`config.mk`:
```
export PLATFORM = sky130hd
export DESIGN_NAME = fetch_unit
export DESIGN_NICKNAME = d
export VERILOG_FILES = /design/src/rtl/fetch_pkg.sv /design/src/rtl/fetch_fifo.sv /design/src/rtl/fetch_unit.sv
export SDC_FILE = /design/constraint.sdc
export NUM_CORES = 1
export LEC_CHECK = 0
export BUFFER_PORTS_ARGS = -buffer_cell sky130_fd_sc_hd__buf_2
export CORE_MARGIN = 3
export CORE_UTILIZATION = 52
export DETAILED_ROUTE_END_ITERATION = 8
export PLACE_DENSITY = 0.77
export SYNTH_ARGS = -nofsm -noshare
export SYNTH_HDL_FRONTEND = slang
export SYNTH_SLANG_ARGS = --single-unit
```
`constraint.sdc`:
```
create_clock -name clk -period 3.8 [get_ports clk]
set_input_delay 0.76 -clock clk [delete_from_list [all_inputs] [get_ports clk]]
set_output_delay 0.76 -clock clk [all_outputs]
set_load 0.005 [all_outputs]
```
`src/rtl/fetch_pkg.sv`:
```
// Shared constants and types for the RV32I instruction fetch stage.
package fetch_pkg;

    localparam int unsigned INSTR_W          = 32;
    localparam int unsigned PC_STEP          = 4;
    localparam int unsigned DEFAULT_ADDR_W   = 8;
    localparam logic [DEFAULT_ADDR_W-1:0] DEFAULT_RESET_PC = '0;

    typedef struct packed {
        logic [DEFAULT_ADDR_W-1:0] pc;
        logic [INSTR_W-1:0]        instr;
    } fetch_entry_t;

endpackage

```
`src/rtl/fetch_fifo.sv`:
```
// Small synchronous FIFO holding fetched {pc, instr} entries; flush and rst clear it.
module fetch_fifo
    import fetch_pkg::*;
#(
    parameter int unsigned DEPTH = 2,
    parameter type         entry_t = fetch_entry_t,
    localparam int unsigned CNT_W = $clog2(DEPTH + 1),
    localparam int unsigned PTR_W = (DEPTH > 1) ? $clog2(DEPTH) : 1
) (
    input  logic             clk,
    input  logic             rst,
    input  logic             flush,
    input  logic             push,
    input  entry_t           push_data,
    input  logic             pop,
    output entry_t           head,
    output logic [CNT_W-1:0] count
);

    entry_t           mem_q [DEPTH];
    logic [PTR_W-1:0] rd_ptr_q;
    logic [PTR_W-1:0] wr_ptr_q;
    logic [CNT_W-1:0] count_q;

    // Pointers wrap explicitly so non-power-of-two depths work.
    function automatic logic [PTR_W-1:0] ptr_inc(input logic [PTR_W-1:0] p);
        if (p == PTR_W'(DEPTH - 1)) begin
            return '0;
        end
        return p + PTR_W'(1);
    endfunction

    always_ff @(posedge clk) begin
        if (rst || flush) begin
            rd_ptr_q <= '0;
            wr_ptr_q <= '0;
            count_q  <= '0;
        end else begin
            if (push) begin
                mem_q[wr_ptr_q] <= push_data;
                wr_ptr_q        <= ptr_inc(wr_ptr_q);
            end
            if (pop) begin
                rd_ptr_q <= ptr_inc(rd_ptr_q);
            end
            count_q <= count_q + CNT_W'(push) - CNT_W'(pop);
        end
    end

    assign head  = mem_q[rd_ptr_q];
    assign count = count_q;

endmodule

```
`src/rtl/fetch_unit.sv`:
```
// RV32I fetch stage: owns the PC, addresses the registered ROM and buffers words for decode.
// Optional FETCH_MISALIGN_EN: misaligned redirects halt fetch and raise sticky out_misalign.
module fetch_unit
    import fetch_pkg::*;
#(
    parameter int unsigned         ADDR_W    = DEFAULT_ADDR_W,
    parameter logic [ADDR_W-1:0]   RESET_PC  = ADDR_W'(DEFAULT_RESET_PC),
    parameter int unsigned         BUF_DEPTH = 2
) (
    input  logic               clk,
    input  logic               rst,
    output logic [ADDR_W-1:0]  rom_addr,
    input  logic [INSTR_W-1:0] rom_dout,
    input  logic               redirect_valid,
    input  logic [ADDR_W-1:0]  redirect_pc,
    output logic               out_valid,
    input  logic               out_ready,
    output logic [INSTR_W-1:0] out_instr,
    output logic [ADDR_W-1:0]  out_pc
`ifdef FETCH_MISALIGN_EN
    ,
    output logic               out_misalign
`endif
);

    localparam int unsigned CNT_W = $clog2(BUF_DEPTH + 1);

    typedef struct packed {
        logic [ADDR_W-1:0]  pc;
        logic [INSTR_W-1:0] instr;
    } entry_t;

    logic [ADDR_W-1:0] fetch_pc_q, fetch_pc_d;
    logic              inflight_q, inflight_d;
    logic [ADDR_W-1:0] inflight_pc_q, inflight_pc_d;
    logic [ADDR_W-1:0] target_pc;
    logic              halted;
    logic              misalign;
    logic              issue;
    logic              pop;
    logic              push;
    logic [CNT_W:0]    occupancy;
    logic [CNT_W-1:0]  count;
    entry_t            head;
    entry_t            push_data;

`ifdef FETCH_MISALIGN_EN
    logic halted_q, halted_d;

    assign misalign  = |redirect_pc[1:0];
    assign target_pc = redirect_pc;
    assign halted    = halted_q;
    // Any redirect re-evaluates the halt: misaligned sets it, aligned clears it.
    assign halted_d  = redirect_valid ? misalign : halted_q;

    always_ff @(posedge clk) begin
        if (rst) begin
            halted_q <= 1'b0;
        end else begin
            halted_q <= halted_d;
        end
    end

    assign out_misalign = halted_q;
`else
    logic unused_redirect_lsb;

    assign unused_redirect_lsb = ^redirect_pc[1:0];
    assign misalign            = 1'b0;
    assign halted              = 1'b0;
    assign target_pc           = {redirect_pc[ADDR_W-1:2], 2'b00};
`endif

    assign rom_addr  = redirect_valid ? target_pc : fetch_pc_q;
    assign out_valid = (count != '0);
    assign pop       = out_valid && out_ready;
    // A redirect discards the read already in flight.
    assign push      = inflight_q && !redirect_valid;
    assign push_data = '{pc: inflight_pc_q, instr: rom_dout};
    assign occupancy = (CNT_W + 1)'(count) + (CNT_W + 1)'(inflight_q) - (CNT_W + 1)'(pop);

    always_comb begin
        issue         = 1'b0;
        inflight_d    = 1'b0;
        inflight_pc_d = inflight_pc_q;
        fetch_pc_d    = fetch_pc_q;
        if (redirect_valid) begin
            issue = !misalign;
        end else begin
            issue = !halted && (occupancy < (CNT_W + 1)'(BUF_DEPTH));
        end
        if (issue) begin
            inflight_d    = 1'b1;
            inflight_pc_d = rom_addr;
            fetch_pc_d    = rom_addr + ADDR_W'(PC_STEP);
        end
    end

    always_ff @(posedge clk) begin
        if (rst) begin
            fetch_pc_q    <= RESET_PC;
            inflight_q    <= 1'b0;
            inflight_pc_q <= RESET_PC;
        end else begin
            fetch_pc_q    <= fetch_pc_d;
            inflight_q    <= inflight_d;
            inflight_pc_q <= inflight_pc_d;
        end
    end

    fetch_fifo #(
        .DEPTH   (BUF_DEPTH),
        .entry_t (entry_t)
    ) u_fifo (
        .clk       (clk),
        .rst       (rst),
        .flush     (redirect_valid),
        .push      (push),
        .push_data (push_data),
        .pop       (pop),
        .head      (head),
        .count     (count)
    );

    assign out_instr = out_valid ? head.instr : '0;
    assign out_pc    = out_valid ? head.pc : '0;

endmodule

```
==> results by group, run 1 <==
STA
  – Final Hold Viols: 0
  – Clock Skew: 7.40 ps
  – Slew Limit Fails: 0
  – Fin crit share: 66.1%
  – Fmax: 398 MHz
  – PnR worst setup slack: 1290 ps
  – Slew HR: 38.2%
  – RSZ-0062 raised after global routing: false
  – Worst-Margin Slew: 927 ps
  – Min cycle time layout: 2510 ps
  – Final Setup Violations: 0
  – Setup TNS: 0 ps

Synth
  – Post-Syn Instances: 287
  – Synth cell types: 38
  – Synthesized area: 4060 um2
  – Ys Warns: 0
  – FF+latch count, synth: 100
  – Synth top area cells: edfxtp_1, dfxtp_1, mux2i_1
  – Net Count, Synth: 336
  – Syn_area_per_cell: 14.1 um2
  – Area leader, netlist: edfxtp_1
  – Post-synth top area share: 59.2%
  – Seq/Total Area, Yosys: 69.1%

CTS
  – TritonCTS Buffers: 9
  – Worst skew pair latency: 350 ps
  – Hold_buf cts: 0
  – Setup repair bufs after CTS: 0
  – Root Driver: clkbuf_8
  – Clk pin slew, worst setup/hold paths: 90 ps
  – Post_cts resized: 0
  – H-tree Lvls: 3
  – Sink Count: 100
  – CTS Buffer Depth: 2
  – CTS tree: yes

Critical path
  – Crit start category: register
  – Max incr delay on CP: 560 ps
  – Worst EP arrival: 1750 ps
  – Top cell family by delay on the critical path: flip-flops
  – CP cell instances: buf_4, mux2i_1, nor2_1, buf_2
  – Worst Path Required: 3040 ps
  – Slowest CP cell: dfxtp_2
  – Crit end category: primary output
  – Critical path type: reg2out
  – Buf+Inv Stages, Crit Path: 2
  – Max FO, Critical Path: 19

Run
  – Max-cap violation count: 0

Global route
  – First-pass GRT wire length: 10900 um
  – GRT Overall Usage: 16.1%
  – Initial antenna violation count: 0
  – Grt ovf: 0
  – Pin count of the biggest net entering global routing: 41
  – Vias in the first global route: 2348

Pwr
  – Max rail drop VDD: 0.205 mV
  – Pleak: 1.82 nW
  – Power per Cell Area: 453 nW/um2
  – Power Total: 0.00218 W

Routing
  – Metal3 WL: 421 um
  – WL final: 7030 um
  – Uppermost layer routed: met4
  – DRT antenna net count: 0
  – 1st-iter DRT viols: 87
  – Met2 wire length: 3610 um
  – First-pass DRT Iterations: 4
  – Avg WL per Cell: 14.6 um
  – Vias: 2441
  – DRC Markers: 0
  – Wl on met1: 2900 um
  – Via density per instance: 5.07

Placement
  – Post-placement cell count: 465
  – Port Buf Inserts: 90
  – Detailed Place HPWL: 4680 um
  – Pre-CTS setup slack: 1060 ps
  – Area after DPL: 4590 um2
  – Placer congestion estimate: 0.782

Die
  – Total Die Area: 8890 um2
  – Die width: 94.3 um
  – Initial core utilization: 54.7%
  – Core area: 7410 um2
  – Number of core rows: 31
  – Top-level I/O count: 93
  – Chip height: 94.3 um

Outcome
  – Status: completed

Cells and area
  – FILL cells: 550
  – Share of cells above drive strength 1: 32.7%
  – Post-route insts no fill: 481
  – Finished Cell Area: 4810 um2
  – Diode count: 0
  – Fin nets: 426
  – Layout area overhead: 18.6%

Worst hold path
  – Hold/Removal Path Class: reg2reg
-- where the power goes --
part | total, W | switching, W | internal [W]
sequential | 0.00125 | 0.0000254 | 0.00123
combinational | 0.000215 | 0.000118 | 0.0000965
clock | 0.000711 | 0.000340 | 0.000371
-- Yosys cell counts --
library cell,count
edfxtp_1,80
nor2_1,55
mux2i_1,40
dfxtp_1,20
nor3_1,10
nand2_1,7
nor2b_1,7
clkbuf_1,6
inv_1,6
mux2_2,6
xnor2_1,6
buf_2,5
a21oi_1,4
ha_1,4
nand3_1,4
a21o_1,2
and2_1,2
buf_6,2
nor3b_1,2
a211oi_2,1
a21o_2,1
a21oi_2,1
a221o_2,1
a22oi_1,1
a311oi_2,1
a41oi_1,1
and3_1,1
and4b_1,1
buf_4,1
clkbuf_4,1
fa_1,1
nand2b_1,1
nand4_1,1
nand4b_1,1
nor2_2,1
o21a_1,1
o21ai_0,1
xor2_2,1
-- cells by family (layout without fill, tap and decap cells) --
| family | Yosys count | count (layout) | synth area share [%] |
|---|---|---|---|
| adder cells (fa/ha/maj) | 5 | 5 | 1.73 |
| flip-flops | 100 | 100 | 69.1 |
| AND/OR/NAND/NOR | 93 | 93 | 10.3 |
| multiplexers | 46 | 46 | 11.5 |
| AO/OA/AOI/OAI | 15 | 15 | 2.96 |
| XOR/XNOR | 7 | 7 | 1.70 |
| buffers and inverters | 21 | 116 | 2.65 |
-- area by class of cell --
cell class	instances	area, um2	area share (%)
Timing Repair Buffer	94	480	9.99
Multi-Input combinational cell	166	1160	24.1
Sequential cell	100	2800	58.3
Clock buffer	10	128	2.65
Clock inverter	6	88.8	1.85
Tap cell	99	124	2.58
Inverter	6	22.5	0.468
-- sequential cells by signal, indices dropped and copies added (netlist names), named ones only --
signal and count:
u_fifo.count 2, inflight_pc_q 6, u_fifo.wr_ptr_q 1, inflight_q 1, u_fifo.rd_ptr_q 1, fetch_pc_q 8, u_fifo.mem_q 80
-- worst reg2reg max path: cells and delay by family, from the launching register on --
kind                       cells  cell delay, ps
adders and majority gates      2             830
AOI/OAI and AO/OA              2             530
and+or+nand+nor                4             470
DFF                            1             380
buffers and inverters          2             140
-- cell usage in the layout (no fill, tap or decap), types with 2 or more instances in the layout --
cell / count
buf_2: 90
clkbuf_8: 9
nand2_1: 7
dfxtp_1: 19
mux2i_1: 40
bufinv_16: 2
ha_1: 4
nand3_1: 4
buf_4: 4
a21o_1: 2
nor3b_1: 2
nor3_1: 10
nor2_1: 53
nor2_4: 2
inv_1: 6
xnor2_1: 6
mux2_2: 6
and2_1: 2
nor2b_1: 7
a21oi_1: 4
edfxtp_1: 80
clkinv_4: 2
-- stage by stage --
stage                     hold WS [ps]  utilization [%]
after floorplan                    418                -
after global placement             428             62.0
after detailed placement           434             62.0
after CTS                          456             64.9
after global routing               471             64.9
final                              455             64.9
-- worst paths after layout --
kind                                    from                            end  slack [ps]  cells past startpoint
setup / recovery                    register                   out_instr[7]        1290                      4
hold / removal    fetch_pc_q[1]$_SDFFE_PP0P_  u_fifo.mem_q[0][33]$_DFFE_PP_         450                      0
setup reg to reg  u_fifo.count[1]$_SDFF_PP0_     fetch_pc_q[6]$_SDFFE_PP0P_        1350                     10
hold reg to reg   fetch_pc_q[1]$_SDFFE_PP0P_  u_fifo.mem_q[0][33]$_DFFE_PP_         450                      0
-- per-layer routing --
metal	global-route usage, %	vias to the layer above
li1	-	1206
met2	28.4	66
met5	0	-
met4	6.14	0
met1	19.3	1159
met3	3.69	10
(Power assumes the default switching activity.)
==> run 2, diff against run 1 <==
Settings changed: ABC_AREA set to 1, PLACE_DENSITY 0.77 to 0.78.
Clock period 3.8 ns to 2.5 ns, I/O delays scaled along.
==> run 2 against run 1 <==
  * Via count up 12%
  * Hold slack lost 120 ps
  * Area after synthesis is 1.9% lower
  * Critical endpoint is now inflight_pc_q[4]$_SDFFE_PP0P_
  * Count of clock-buffer cells in the layout down 1
  * First-iteration DRC count increased by 24%
==> results by group, run 2 <==
Outcome
  – Status: completed

Critical path
  – Worst Path Required: 2740 ps (-300 ps)
  – Max incr delay on CP: 430 ps (-130 ps)
  – R2r setup slk: 300 ps (-1050 ps)
  – Critical path type: reg2reg
  – Max FO, Critical Path: 16 (-3)
  – Slowest CP cell: fa_1
  – Crit end category: register
  – CP cell instances: nor2_4, nor2_1, ha_1, nor2_1, fa_1, inv_1, nand3_1, nand2_4, inv_1, nor2_1, nor2_1
  – Crit-path most repeated cell: nor2_1
  – Crit start category: register
  – Worst EP arrival: 2450 ps (+700 ps)

Cells and area
  – Fin util: 65.2% (+0.31 points)
  – Largest Register: u_fifo.mem_q
  – Share of cells above drive strength 1: 27.4% (-5.4 points)
  – Fin nets: 501 (+18%)
  – Diode count: 0 (unchanged)
  – Largest register FFs: 80 (unchanged)
  – Largest regs: u_fifo.mem_q (80), fetch_pc_q (8), inflight_pc_q (6)
  – Commonest cells after routing, fill and taps aside: nand2_1, buf_2, edfxtp_1, a21oi_1, inv_1
  – Layout area overhead: 20.2%
  – Post-route insts no fill: 556 (+16%)
  – Commonest non-fill, non-tap cell in the layout: nand2_1

Placement
  – Placer congestion estimate: 0.870 (+11%)
  – Detailed Place HPWL: 4810 um (+2.6%)
  – Port Buf Inserts: 90 (unchanged)
  – Post-placement cell count: 540 (+16%)

Routing
  – First-pass DRT Iterations: 4 (unchanged)
  – WL final: 7480 um (+6.5%)
  – 1st-iter DRT viols: 108 (+24%)
  – Via density per instance: 4.90 (-3.5%)
  – DRC Markers: 0 (unchanged)
  – DRT antenna net count: 0 (unchanged)
  – Avg WL per Cell: 13.5 um (-7.9%)
  – Vias: 2724 (+12%)

Die
  – Initial core utilization: 54.3% (-0.48 points)
  – Number of core rows: 31 (unchanged)
  – Chip height: 93.5 um (-0.90%)
  – Top-level I/O count: 93 (unchanged)
  – Total Die Area: 8730 um2 (-1.8%)
  – Die width: 93.5 um (-0.90%)
  – Core area: 7330 um2 (-1.0%)

Pwr
  – Max rail drop VDD: 0.282 mV (+37%)
  – Power Total: 0.00319 W (+46%)
  – Pleak: 2.04 nW (+12%)
  – Power per Cell Area: 667 nW/um2 (+47%)

CTS
  – H-tree Lvls: 3 (unchanged)
  – Setup repair bufs after CTS: 0 (unchanged)
  – Worst skew pair latency: 340 ps (about the same)
  – CTS tree: yes
  – Clk pin slew, worst setup/hold paths: 90 ps (about the same)
  – Hold_buf cts: 0 (unchanged)
  – CTS Buffer Depth: 2 (unchanged)
  – TritonCTS Buffers: 9 (unchanged)
  – Post_cts resized: 0 (unchanged)
  – Root Driver: clkbuf_8
  – Sink Count: 100 (unchanged)

Synth
  – Prevailing post-synth register cell: edfxtp_1
  – Seq/Total Area, Yosys: 70.5% (+1.3 points)
  – Ys Warns: 0 (unchanged)
  – Post-synth top area share: 60.4% (+1.2 points)
  – Net Count, Synth: 410 (+22%)
  – Synth cell types: 22 (-42%)
  – Post-Syn Instances: 361 (+26%)
  – Post-synth top cells: nand2_1, edfxtp_1, a21oi_1
  – Post-synth EDFFs: 80 (unchanged)
  – Synth async-reset ratio: 0% (unchanged)
  – Synthesized area: 3980 um2 (-1.9%)
  – Area leader, netlist: edfxtp_1
  – FF+latch count, synth: 100 (unchanged)
  – Most frequent cell after synthesis: nand2_1
  – Syn_area_per_cell: 11.0 um2 (-22%)
  – Synth top area cells: edfxtp_1, nand2_1, dfxtp_1

STA
  – Worst-Margin Slew: 449 ps (-478 ps)
  – Min cycle time layout: 2200 ps
  – Setup TNS: 0 ps (unchanged)
  – Fmax: 454 MHz
  – Clock Skew: 8.03 ps (+0.629 ps)
  – Fin crit share: 88.1%
  – RSZ-0062 raised after global routing: false
  – Slew HR: 70.1% (+32 points)
  – Slew Limit Fails: 0 (unchanged)
  – Worst hold slack: 338 ps (-116 ps)
  – Final Setup Violations: 0 (unchanged)
  – Final Hold Viols: 0 (unchanged)

Global route
  – Grt ovf: 0 (unchanged)
  – GRT Overall Usage: 17.8% (+1.7 points)
  – First-pass GRT wire length: 11900 um (+9.7%)
  – Pin count of the biggest net entering global routing: 42 (+2.4%)
  – Initial antenna violation count: 0 (unchanged)
  – Vias in the first global route: 2618 (+11%)

Worst hold path
  – Hold/Removal Path Class: in2reg

Run
  – Max-cap violation count: 0 (unchanged)
==> run 2: changes by cell type after synthesis, sizes merged, moves of 9 or more <==
cell	change
a21oi	+44
inv	+21
mux2i	-40
nand2	+113
nor2	-36
nor3	-9
o21ai	+11
==> run 2: worst max-delay path: cells and delay by family (launching register included) <==
family | cells | cell delay [ps]
adders and majority gates | 2 | 690
buffers and inverters | 2 | 180
DFF | 1 | 410
and+or+nand+nor | 7 | 810
==> run 2: report_power, final <==
group | switching [W] | leakage [nW] | internal (W) | total, W
clock network | 0.000504 | 0.0926 | 0.000457 | 0.000960
registers | 0.0000271 | 0.896 | 0.00187 | 0.00189
logic | 0.000209 | 1.05 | 0.000127 | 0.000336
total | 0.000739 | 2.04 | 0.00245 | 0.00319
==> run 2: final timing paths <==
| check | from | end | cells after the start |
|---|---|---|---|
| max | u_fifo.count[1]$_SDFF_PP0_ | inflight_pc_q[4]$_SDFFE_PP0P_ | 11 |
| min | rom_dout[13] | u_fifo.mem_q[1][13]$_DFFE_PP_ | 1 |
| max reg2reg | u_fifo.count[1]$_SDFF_PP0_ | inflight_pc_q[4]$_SDFFE_PP0P_ | 11 |
| min reg2reg | inflight_pc_q[7]$_SDFFE_PP0P_ | u_fifo.mem_q[0][39]$_DFFE_PP_ | 0 |
==> run 2: stage by stage <==
step / setup slack (ps) / cell area (um2)
after CTS: 212 / 4780
after detailed placement: 49.2 / 4580
after global placement: 122 / 4580
final: 298 / 4780
after floorplan: 59.0 / 4000
after global routing: 60.7 / 4780
==> run 2: layout make-up <==
class                           count  area, um2
Multi-Input combinational cell    218       1040
Clock inverter                      7       67.6
Sequential cell                   100       2800
Inverter                           27        101
Timing Repair Buffer               96        520
Clock buffer                        9        124
Fill cell                         572       2550
Tap cell                           99        124
==> run 2: routing by layer <==
metal	up-vias	share of wire (%)	global-route usage (%)
met5	-	0	0
met4	0	1.3	7.45
met3	9	5.8	4.02
met2	82	51	30.9
met1	1241	42	21.3
li1	1392	-	-
==> run 2: cells by family (layout without fill, tap and decap cells) <==
group           after synthesis  in the layout  synth area share (%)
buf+inv                      43            139                  4.34
compound gates               61             61                  7.86
simple gates                150            150                  15.1
flops                       100            100                  70.5
xor+xnor                      2              2                 0.440
fa+ha+maj                     5              5                  1.76
==> run 3, diff against run 2 <==
Settings changed: ABC_AREA 1 to not set, PLACE_DENSITY 0.78 to 0.77, RECOVER_POWER set to 50.
==> run 3 against run 2 <==
  * Power fell by 0.82%
  * Hold slack got worse by 7.8 ps
  * Non-clock buffer count grew 1
  * Sequential power about the same
  * Clock power is 3.4% lower
  * Critical path depth decreased by 1
  * Maximum frequency decreased by 6.3%
  * Register-to-register slack worse by 150 ps
  * Cell area up 0.60%
==> results by group, run 3 (same netlist as run 1, synthesis figures left out) <==
Worst hold path
  – Hold/Removal Path Class: in2reg

Die
  – Core area: 7410 um2 (+1.1%)
  – Initial core utilization: 54.7% (+0.48 points)
  – Die width: 94.3 um (+0.91%)
  – Total Die Area: 8890 um2 (+1.8%)
  – Top-level I/O count: 93 (unchanged)
  – Chip height: 94.3 um (+0.91%)
  – Number of core rows: 31 (unchanged)

Routing
  – First-pass DRT Iterations: 4 (unchanged)
  – 1st-iter DRT viols: 82 (-24%)
  – Via density per instance: 5.05 (+3.1%)
  – Vias: 2444 (-10%)
  – DRC Markers: 0 (unchanged)
  – Avg WL per Cell: 14.1 um (+4.4%)
  – DRT antenna net count: 0 (unchanged)
  – WL final: 6800 um (-9.1%)

Pwr
  – Comb pwr share: 10.6% (about the same)
  – Switching Share: 24.3% (+1.1 points)
  – Pleak: 1.79 nW (-12%)
  – Max rail drop VDD: 0.360 mV (+28%)
  – Sw Pwr: 0.000768 W (+3.8%)
  – Internal Pwr Total: 0.00240 W (-2.2%)
  – Clock power share: 29.3% (-0.8 points)
  – Power per Cell Area: 658 nW/um2 (-1.4%)
  – Reg power frac: 60.1% (+0.7 points)

Critical path
  – Worst setup path start: u_fifo.count[1]$_SDFF_PP0_
  – Reg2reg path depth: 10 (-1)
  – FF-to-FF Start: u_fifo.count[1]$_SDFF_PP0_
  – Crit end category: register
  – Worst EP arrival: 2620 ps (+170 ps)
  – Crit start category: register
  – R2r setup slk: 150 ps (-150 ps)
  – Max FO, Critical Path: 11 (-5)
  – Critical path type: reg2reg
  – Worst Path Required: 2770 ps (+30 ps)
  – Crit path to: fetch_pc_q[5]$_SDFFE_PP0P_
  – R2r endpoint: fetch_pc_q[5]$_SDFFE_PP0P_

Placement
  – Post-placement cell count: 468 (-13%)
  – Detailed Place HPWL: 4530 um (-5.7%)
  – Port Buf Inserts: 90 (unchanged)
  – Placer congestion estimate: 0.785 (-9.7%)

Outcome
  – Status: completed

Cells and area
  – Layout area overhead: 18.6%
  – Share of cells above drive strength 1: 30.4% (+3.0 points)
  – Diode count: 0 (unchanged)
  – Largest register FFs: 80 (unchanged)
  – Largest regs: u_fifo.mem_q (80), fetch_pc_q (8), inflight_pc_q (6)
  – FILL cells: 569 (-0.52%)
  – FF+latch area: 2800 um2 (about the same)
  – Commonest cells after routing, fill and taps aside: edfxtp_1, buf_2, nor2_1, mux2i_1, dfxtp_1
  – Fin nets: 429 (-14%)
  – Post-route insts no fill: 484 (-13%)
  – Area of the multi-input gates: 1170 um2 (+12%)
  – Commonest non-fill, non-tap cell in the layout: edfxtp_1
  – Largest Register: u_fifo.mem_q

CTS
  – Setup repair bufs after CTS: 0 (unchanged)
  – CTS Buffer Depth: 2 (unchanged)
  – Clk pin slew, worst setup/hold paths: 100 ps (about the same)
  – Post_cts resized: 0 (unchanged)
  – Worst skew pair latency: 350 ps (about the same)
  – Root Driver: clkbuf_8
  – Sink Count: 100 (unchanged)
  – CTS tree: yes
  – TritonCTS Buffers: 9 (unchanged)
  – Hold_buf cts: 0 (unchanged)
  – H-tree Lvls: 3 (unchanged)

STA
  – Final Hold Viols: 0 (unchanged)
  – Slew Limit Fails: 0 (unchanged)
  – Fin crit share: 94.0% (+5.9 points)
  – Final Setup Violations: 0 (unchanged)
  – Worst-Margin Slew: 1040 ps (+592 ps)
  – RSZ-0062 raised after global routing: false
  – Setup TNS: 0 ps (unchanged)
  – Slew HR: 30.6% (-39 points)
  – Min cycle time layout: 2350 ps (+147 ps)
  – Fmax: 426 MHz (-6.3%)
  – Clock Skew: 9.92 ps (+1.89 ps)

Global route
  – GRT Overall Usage: 15.6% (-2.2 points)
  – Vias in the first global route: 2296 (-12%)
  – First-pass GRT wire length: 10500 um (-12%)
  – Pin count of the biggest net entering global routing: 41 (-2.4%)
  – Grt ovf: 0 (unchanged)
  – Initial antenna violation count: 0 (unchanged)

Run
  – Max-cap violation count: 0 (unchanged)
==> run 3: changes by cell type in the layout (fill, tap and decap cells not counted), moves of 4 or more <==
cell and change:
nand2_1 -107, a21oi_1 -45, mux2i_1 +40, nor2_1 +35, inv_1 -19, buf_2 -13, clkbuf_1 +12, nor3_1 +10
o21ai_0 -9, nor2b_1 +7, mux2_2 +6, nand2_2 -4, xnor2_1 +4
==> run 3: worst min-delay path by stage <==
stage,startpoint,end,cells past startpoint
floorplan,fetch_pc_q[0]$_SDFFE_PP0P_,u_fifo.mem_q[0][32]$_DFFE_PP_,0
global placement,fetch_pc_q[0]$_SDFFE_PP0P_,u_fifo.mem_q[0][32]$_DFFE_PP_,0
detailed placement,inflight_pc_q[6]$_SDFFE_PP0P_,u_fifo.mem_q[0][38]$_DFFE_PP_,0
CTS,rom_dout[12],u_fifo.mem_q[1][12]$_DFFE_PP_,1
global route,rom_dout[11],u_fifo.mem_q[1][11]$_DFFE_PP_,1
finish,rom_dout[12],u_fifo.mem_q[1][12]$_DFFE_PP_,1
==> run 3: worst max-delay path, stage by stage (launching register included) <==
cell      delay (ps)
dfxtp_1          340
nor2_4           110
inv_1             50
and2_1           180
ha_1             300
nor2b_1           60
fa_1             400
xor2_2           290
a21o_4           250
nor2_2            50
a311oi_2         230
==> run 3: power groups by stage <==
stage                     logic [W]  clock network, W  registers (W)
final                      0.000336          0.000927        0.00190
after global routing       0.000378           0.00104        0.00191
after CTS                  0.000341          0.000957        0.00190
after detailed placement   0.000340                 0        0.00194
after global placement     0.000332                 0        0.00193
after floorplan            0.000214                 0        0.00193
==> run 3: final cells by class <==
class / count / area share (%)
Clock buffer: 9 / 2.58
Clock inverter: 7 / 1.22
Inverter: 6 / 0.468
Multi-Input combinational cell: 166 / 24.3
Sequential cell: 100 / 58.3
Tap cell: 99 / 2.58
Timing Repair Buffer: 97 / 10.6
==> run 3: stage by stage <==
step | hold slack (ps) | setup slack, ps | util, % | cell area [um2] | total power, W
final | 330 | 151 | 64.9 | 4810 | 0.00316
after CTS | 307 | 90.4 | 65.3 | 4830 | 0.00320
after floorplan | 418 | 110 | - | 4060 | 0.00214
after global routing | 303 | 26.2 | 64.9 | 4810 | 0.00332
after global placement | 430 | 75.2 | 62.8 | 4650 | 0.00227
after detailed placement | 441 | 51.5 | 62.8 | 4650 | 0.00228
==> run 3: routing by layer <==
layer | up-vias | GRT usage [%] | routed length [um]
met5 | - | 0 | 0
met4 | 0 | 7.22 | 150
met3 | 14 | 3.61 | 417
met2 | 73 | 26.7 | 3470
met1 | 1139 | 18.6 | 2760
li1 | 1218 | - | -
